[src/rtl/vec_alu_sequencer.sv]
// Vector ALU element sequencer: walks the vector register file one word at a time,
// feeds the ALU and writes results back. VSEQ_TIMEOUT_EN enables the per-word ALU watchdog.
module vec_alu_sequencer #(
  parameter int IDX_W = 5
`ifdef VSEQ_TIMEOUT_EN
  , parameter int TIMEOUT = 255
`endif
) (
  input  logic                 clk,
  input  logic                 resetn,
  input  logic                 cmd_valid_i,
  output logic                 cmd_ready_o,
  input  logic [7:0]           cmd_instr_i,
  input  logic [4:0]           cmd_vd_i,
  input  logic [4:0]           cmd_vs1_i,
  input  logic [4:0]           cmd_vs2_i,
  input  logic [IDX_W:0]       cmd_vl_i,
  output logic [5+IDX_W-1:0]   rf_raddr_a_o,
  output logic [5+IDX_W-1:0]   rf_raddr_b_o,
  output logic [5+IDX_W-1:0]   rf_raddr_c_o,
  input  logic [31:0]          rf_rdata_a_i,
  input  logic [31:0]          rf_rdata_b_i,
  input  logic [31:0]          rf_rdata_c_i,
  output logic                 rf_we_o,
  output logic [5+IDX_W-1:0]   rf_waddr_o,
  output logic [31:0]          rf_wdata_o,
  output logic [7:0]           alu_instr_o,
  output logic                 alu_req_o,
  output logic [31:0]          alu_opa_o,
  output logic [31:0]          alu_opb_o,
  output logic [31:0]          alu_opc_o,
  input  logic [31:0]          alu_result_i,
  input  logic                 alu_done_i,
  output logic                 seq_done_o,
  output logic                 seq_err_o
);

  // state   | meaning
  // IDLE    | ready for a command
  // READ    | register-file addresses for word idx presented
  // WAIT_RD | read data returns, captured as ALU operands
  // EXEC    | alu_req held until alu_done
  // WB      | result written to {vd, idx}; alu_req low
  // FIN     | seq_done pulse
  localparam logic [2:0] S_IDLE    = 3'd0;
  localparam logic [2:0] S_READ    = 3'd1;
  localparam logic [2:0] S_WAIT_RD = 3'd2;
  localparam logic [2:0] S_EXEC    = 3'd3;
  localparam logic [2:0] S_WB      = 3'd4;
  localparam logic [2:0] S_FIN     = 3'd5;

  localparam logic [IDX_W:0] ONE = {{IDX_W{1'b0}}, 1'b1};

  logic [2:0]     state_q, state_d;
  logic [7:0]     instr_q;
  logic [4:0]     vd_q, vs1_q, vs2_q;
  logic [IDX_W:0] vl_q, idx_q;
  logic [31:0]    opa_q, opb_q, opc_q, res_q;
  logic           last_word;
  logic           tmo_hit;

  // idx is one bit wider than a word index so vl = 2^IDX_W compares without wrapping
  assign last_word = (idx_q == (vl_q - ONE));

`ifdef VSEQ_TIMEOUT_EN
  localparam logic [7:0] TMO_LAST = 8'(TIMEOUT - 1);

  logic [7:0] tmo_q;
  logic       err_q;

  assign tmo_hit = (state_q == S_EXEC) && !alu_done_i && (tmo_q == TMO_LAST);

  always_ff @(posedge clk) begin
    if (!resetn) begin
      tmo_q <= 8'd0;
      err_q <= 1'b0;
    end else begin
      err_q <= tmo_hit;
      if (state_q == S_WAIT_RD)
        tmo_q <= 8'd0;
      else if (state_q == S_EXEC)
        tmo_q <= tmo_q + 8'd1;
    end
  end

  assign seq_err_o = err_q;
`else
  assign tmo_hit   = 1'b0;
  assign seq_err_o = 1'b0;
`endif

  always_comb begin
    state_d = state_q;
    case (state_q)
      S_IDLE:    if (cmd_valid_i) state_d = (cmd_vl_i == '0) ? S_FIN : S_READ;
      S_READ:    state_d = S_WAIT_RD;
      S_WAIT_RD: state_d = S_EXEC;
      S_EXEC: begin
        if (alu_done_i)   state_d = S_WB;
        else if (tmo_hit) state_d = S_IDLE;
      end
      S_WB:      state_d = last_word ? S_FIN : S_READ;
      S_FIN:     state_d = S_IDLE;
      default:   state_d = S_IDLE;
    endcase
  end

  always_ff @(posedge clk) begin
    if (!resetn) begin
      state_q <= S_IDLE;
      instr_q <= 8'd0;
      vd_q    <= 5'd0;
      vs1_q   <= 5'd0;
      vs2_q   <= 5'd0;
      vl_q    <= '0;
      idx_q   <= '0;
      opa_q   <= 32'd0;
      opb_q   <= 32'd0;
      opc_q   <= 32'd0;
      res_q   <= 32'd0;
    end else begin
      state_q <= state_d;
      case (state_q)
        S_IDLE: begin
          if (cmd_valid_i) begin
            instr_q <= cmd_instr_i;
            vd_q    <= cmd_vd_i;
            vs1_q   <= cmd_vs1_i;
            vs2_q   <= cmd_vs2_i;
            vl_q    <= cmd_vl_i;
            idx_q   <= '0;
          end
        end
        S_WAIT_RD: begin
          opa_q <= rf_rdata_a_i;
          opb_q <= rf_rdata_b_i;
          opc_q <= rf_rdata_c_i;
        end
        S_EXEC: if (alu_done_i) res_q <= alu_result_i;
        S_WB:   if (!last_word) idx_q <= idx_q + ONE;
        default: ;
      endcase
    end
  end

  // ready is qualified by resetn so it reads 0 for the whole reset window
  assign cmd_ready_o  = resetn && (state_q == S_IDLE);
  assign rf_raddr_a_o = (state_q == S_READ) ? {vs1_q, idx_q[IDX_W-1:0]} : '0;
  assign rf_raddr_b_o = (state_q == S_READ) ? {vs2_q, idx_q[IDX_W-1:0]} : '0;
  assign rf_raddr_c_o = (state_q == S_READ) ? {vd_q,  idx_q[IDX_W-1:0]} : '0;
  assign rf_we_o      = (state_q == S_WB);
  assign rf_waddr_o   = (state_q == S_WB) ? {vd_q, idx_q[IDX_W-1:0]} : '0;
  assign rf_wdata_o   = (state_q == S_WB) ? res_q : 32'd0;
  assign alu_instr_o  = instr_q;
  assign alu_req_o    = (state_q == S_EXEC);
  assign alu_opa_o    = opa_q;
  assign alu_opb_o    = opb_q;
  assign alu_opc_o    = opc_q;
  assign seq_done_o   = (state_q == S_FIN);

endmodule

[config.mk]
export PLATFORM = sky130hd
export DESIGN_NAME = vec_alu_sequencer
export DESIGN_NICKNAME = d
export VERILOG_FILES = /design/src/rtl/vec_alu_sequencer.sv
export SDC_FILE = /design/constraint.sdc
export NUM_CORES = 1
export LEC_CHECK = 0
export BUFFER_PORTS_ARGS = -buffer_cell sky130_fd_sc_hd__buf_2
export CAP_MARGIN = 20
export CORE_MARGIN = 8
export CORE_UTILIZATION = 50
export CTS_CLUSTER_DIAMETER = 50
export CTS_CLUSTER_SIZE = 20
export DETAILED_ROUTE_END_ITERATION = 8
export GPL_ROUTABILITY_DRIVEN = 0
export PLACE_DENSITY = 0.86
export RECOVER_POWER = 50
export SLEW_MARGIN = 5
export SYNTH_ARGS = -nofsm -noshare
export SYNTH_HDL_FRONTEND = slang
export SYNTH_SLANG_ARGS = --single-unit
[constraint.sdc]
create_clock -name clk -period 4.1 [get_ports clk]
set_input_delay 0.205 -clock clk [delete_from_list [all_inputs] [get_ports clk]]
set_output_delay 0.205 -clock clk [all_outputs]
set_load 0.02 [all_outputs]
# --- Yosys cells after proc, flatten, opt, wreduce, memory -nomap -nowiden ---
# Index checks and enable logic that the tools add are counted.
op_classes:
  addsub: 2
  n_eq_ne: 9
  mux: 13
  reduce_logical: 8
ops:
  columns: ["operator", "n"]
  rows:
  - ["10-bit two-way mux", 4]
  - ["32-bit two-way mux", 1]
  - ["3-bit one-hot mux with 5 select lines", 1]
  - ["3-bit two-way mux", 4]
  - ["6-bit two-way mux", 2]
  - ["6-bit one-hot mux with 2 select lines", 1]
  - ["6-bit by 1-bit adder with 6-bit output (second input constant)", 1]
  - ["3-bit by 2-bit == test with 1-bit output (second input constant)", 2]
  - ["3-bit == test (second input constant)", 2]
  - ["6-bit == test", 1]
  - ["6-bit logical NOT", 1]
  - ["2-bit AND reduction", 3]
  - ["6-bit by 1-bit subtractor with 6-bit output (second input constant)", 1]
  - ["2-bit inequality test (second input constant)", 2]
  - ["3-bit by 1-bit == test with 1-bit output (second input constant)", 1]
  - ["3-bit logical NOT", 1]
  - ["3-bit AND reduction", 1]
  - ["2-bit by 1-bit inequality test with 1-bit output (second input constant)", 1]
  - ["2-bit nonzero test", 1]
  - ["1-bit logical AND", 1]
totals:
  regBits: 166
  input_bits: 161
  out_inout_bits: 181
  wordCells: 43

# --- Logic depth before layout (Yosys ltp) ---
logic_depth:
  ltp_word: 4
  mapped_depth: 7
  ltp_nobuf: 7

# --- Worst setup path after synthesis ---
# OpenSTA, ideal clock, no wires.
synth_timing:
  kind: "register to register"
  start: "reg vl_q[0]"
  end: "reg state_q[2]"
  setup_ns: 0.103
  t_arrival_ns: 1.763
  required_ns: 3.997
  path_slack_ns: 2.233
  path_stages_with_launch: 8
  n_path_buf: 0
  synth_period_minus_slack_ns: 1.867
  cell_sequence: "dfxtp_1 -> inv_1 -> ha_1 -> xor2_1 -> nand3_2 -> nor4_4 -> a21oi_2 -> a2111oi_2"
synth_between:
  elab_chain_cells: 4
synth_lines:
  columns: ["element", "line", "source"]
  rows:
  - ["start, declared", "57", "logic [IDX_W:0] vl_q, idx_q;"]
  - ["start signal, assigned", "130", "vl_q <= cmd_vl_i;"]
  - ["6-bit by 1-bit subtractor with 6-bit output", "63", "assign last_word = (idx_q == (vl_q - ONE));"]
  - ["6-bit == test", "63", null]
  - ["3-bit two-way mux", "102", "S_WB: state_d = last_word ? S_FIN : S_READ;"]
  - ["3-bit one-hot mux with 5 select lines", "94", "case (state_q)"]
  - ["end signal, assigned", "122", "state_q <= state_d;"]
  - ["end, declared", "54", "logic [2:0] state_q, state_d;"]
# No other way between the ends.
# A chain may end at the register's enable or synchronous reset.

# --- Worst setup path after layout ---
layout_timing:
  start: "reg state_q[0]"
  end: "out rf_raddr_c_o[9]"
layout_between:
  elab_chain_cells: 2
layout_lines:
  columns: ["element", "line", "source"]
  rows:
  - ["3-bit by 1-bit == test with 1-bit output", "150", "assign rf_raddr_c_o = (state_q == S_READ) ? {vd_q, idx_q[IDX_W-1:0]} : '0;"]
  - ["10-bit two-way mux", "150", null]
  - ["end, declared", "20", "output logic [5+IDX_W-1:0] rf_raddr_c_o,"]
# No other way between the ends.

==> impl_metrics.csv <==
group,metric,value,unit
sta,fin_crit_sh,0.682,
final_layout,fill_cells,1209,
global_routing,gr-total-overflow,0,
final_layout,post-route-util,0.661,
clock_network,clkTransAtPathRegs,0.06,ns
clock_network,cts_buffers,17,
setup_path,worst-setup-path-type,"reg2out",
placement,portBuffers,340,
setup_path,path_max_fanout,13,
setup_path,cp-end-kind,"output pin",
routing,drtPass1Iterations,5,
final_layout,seqCellArea,3320,sq um
sta,hold_ws,0.0345,ns
logic_synthesis,synth_seq_cells,166,
logic_synthesis,synth_warnings,0,
sta,final.setup.worst_slack,1.30,ns
final_layout,area_growth,30.4,%
logic_synthesis,synth_edf_count,0,
setup_path,worstPathArrival,2.59,ns
sta,maxSlewViolCount,33,
clock_network,cts.sinks,166,
routing,via_count,6632,
outcome,outcome,"complete, but fails checks",
sta,setup_viol,0,
logic_synthesis,synthesis.area,6980,sq um
logic_synthesis,syn_nets,1018,
routing,antenna_left,0,
floorplan,die_h,134,microns
placement,post-place-ws,1.75,ns
logic_synthesis,yosys.area.top_type,"dfxtp_1",
sta,hold_viol_final,0,
final_layout,multiInputGateArea,3330,sq um
global_routing,use_met2,0.379,
global_routing,antenna_found_initial,0,
clock_network,insertion_delay,0.42,ns
placement,post-dp-hpwl,15300,microns
logic_synthesis,synth_cells,855,
power_and_ir_drop,power_density,420,nW/um^2
floorplan,fp.dieW,134,microns
power_and_ir_drop,peakVddDrop,0.243,mV
routing,via_per_inst,4.96,
logic_synthesis,ys_async_sr_fraction,0,
min_path,hold_class,"in2reg",
final_layout,drive_gt1_frac,0.239,
logic_synthesis,ys.flop_type,"dfxtp_1",
floorplan,start_util,0.507,
clock_network,cts_setup_buffers,0,
global_routing,grt_most_used_layer,"met2",
routing,routed_wirelength,21000,microns
setup_path,cp.required,3.89,ns
routing,dr.first_iter.drc_count,427,
clock_network,cts_root_buf,"clkbuf_16",
run,drv_cap,1,
sta,fin_crit,2.80,ns
logic_synthesis,synth_top_area_share,0.476,
floorplan,core,13800,sq um
sta,skew,0.00948,ns
clock_network,cts_max_level,4,
sta,relSlewSlack,-0.224,
placement,dp.cells,1309,
routing,drc,0,
global_routing,grt_first_pass_wirelength,32600,microns
global_routing,grtUsageTotal,0.225,
floorplan,dieArea,18000,sq um
floorplan,ios,342,
floorplan,placementRows,43,
global_routing,grt_start_max_net_pins,108,
power_and_ir_drop,p_leak,3.76,nW
outcome,violations,"max-capacitance violations, max-slew violations",
routing,routedWlPerCell,15.7,microns
sta,tns,0,ns
clock_network,cts_max_path_buffers,2,
clock_network,cts_tree,"done",
logic_synthesis,yosys-top-cells-area,"dfxtp_1 (48%), nand2_1 (17%), a21boi_0 (17%), and2_1 (5.6%), clkbuf_1 (2.7%)",
logic_synthesis,synth.yosys.seq_area_share,0.476,
global_routing,grt_pass1_vias,6296,
clock_network,ctsHoldBuffers,0,
sta,clock.fmax,358,MHz
sta,rsz0062_at_grt,"no",
global_routing,use_met1,0.244,
logic_synthesis,synth_cell_types,42,
final_layout,nets,1311,
logic_synthesis,avgSynthCellArea,8.16,sq um
setup_path,start_kind,"register",
final_layout,n_antenna_cell,0,
clock_network,cts_resized,0,
global_routing,met3_usage,0.0886,
final_layout,fin_cells,1337,
sta,worst_pin_slew,1.84,ns
[cells in the mapped netlist, drive strengths merged (3+ instances only)]
master	count
nand3	5
mux2i	4
nor2	6
dfxtp	166
inv	3
xnor2	8
nor2b	3
a21boi	157
nand2	325
buf	23
a21oi	5
nor3	4
and2	62
nand4	3
clkbuf	51
nor3b	4
[power by group]
part	internal, W	leakage, nW	total [W]	switching, W
Clock	0.000956	0.279	0.00157	0.000617
Sequential	0.00170	1.35	0.00175	0.0000527
Combinational	0.000180	2.14	0.000502	0.000322
Total	0.00283	3.76	0.00382	0.000992
[worst paths after layout]
kind	startpoint	to	slack, ns	depth (start not counted)
worst min register to register	res_q[28]	res_q[28]	0.46	2
worst max register to register	state_q[0]	idx_q[3]	1.33	6
worst min-delay path	alu_result_i[17]	res_q[17]	0.03	3
worst max-delay path	state_q[0]	rf_raddr_c_o[9]	1.30	4
[cell families after synthesis]
logic type	after synthesis	synth area share
AO/OA/AOI/OAI	170	0.183
other	1	0.000538
flip-flops	166	0.476
adder cells (fa/ha/maj)	2	0.00359
multiplexers	4	0.00574
buffers and inverters	77	0.0495
XOR/XNOR	10	0.0126
AND/OR/NAND/NOR	425	0.269
[through the flow]
step                      power (W)  cell area (sq um)
final                       0.00382               9100
after global routing        0.00397               9100
after CTS                   0.00387               9240
after detailed placement    0.00230               8660
after global placement      0.00229               8660
after floorplan             0.00209               6980
[worst max-delay path, cell delays in order, from the launching register on]
cell and delay (ns):
dfxtp_1 0.66, nor3b_1 0.91, buf_4 0.30, and2_1 0.13, buf_2 0.17
[per-layer routing]
layer,vias to the layer above,part of all wire
met2,261,0.49
met1,3006,0.38
met4,0,0.033
li1,3318,-
met3,47,0.096
met5,-,0
[cell usage in the layout, fill, tap and decap left out, types with 5 or more instances in the layout]
master and n:
xnor2_1 8, a21boi_0 157, nor2_1 5, clkbuf_16 17, and2_1 62, dfxtp_1 166
buf_2 232, nand2_1 325, buf_4 7, clkbuf_1 108
[state kept, by name (all words and copies together) (netlist names)]
| signal | cells |
|---|---|
| res_q | 32 |
| vs1_q | 5 |
| vs2_q | 5 |
| alu_opa_o | 32 |
| vl_q | 6 |
| state_q | 3 |
| alu_opb_o | 32 |
| vd_q | 5 |
| alu_opc_o | 32 |
| idx_q | 6 |
| alu_instr_o | 8 |
[final cells by class]
cell class                 instances  area share
clock buffer                      18      0.0483
clock inverter                    10      0.0147
inverter                           3     0.00124
multi-input combinational        612       0.366
sequential                       166       0.365
tap                              180      0.0248
timing repair buffer             348       0.180
(Power assumes the default switching activity.)
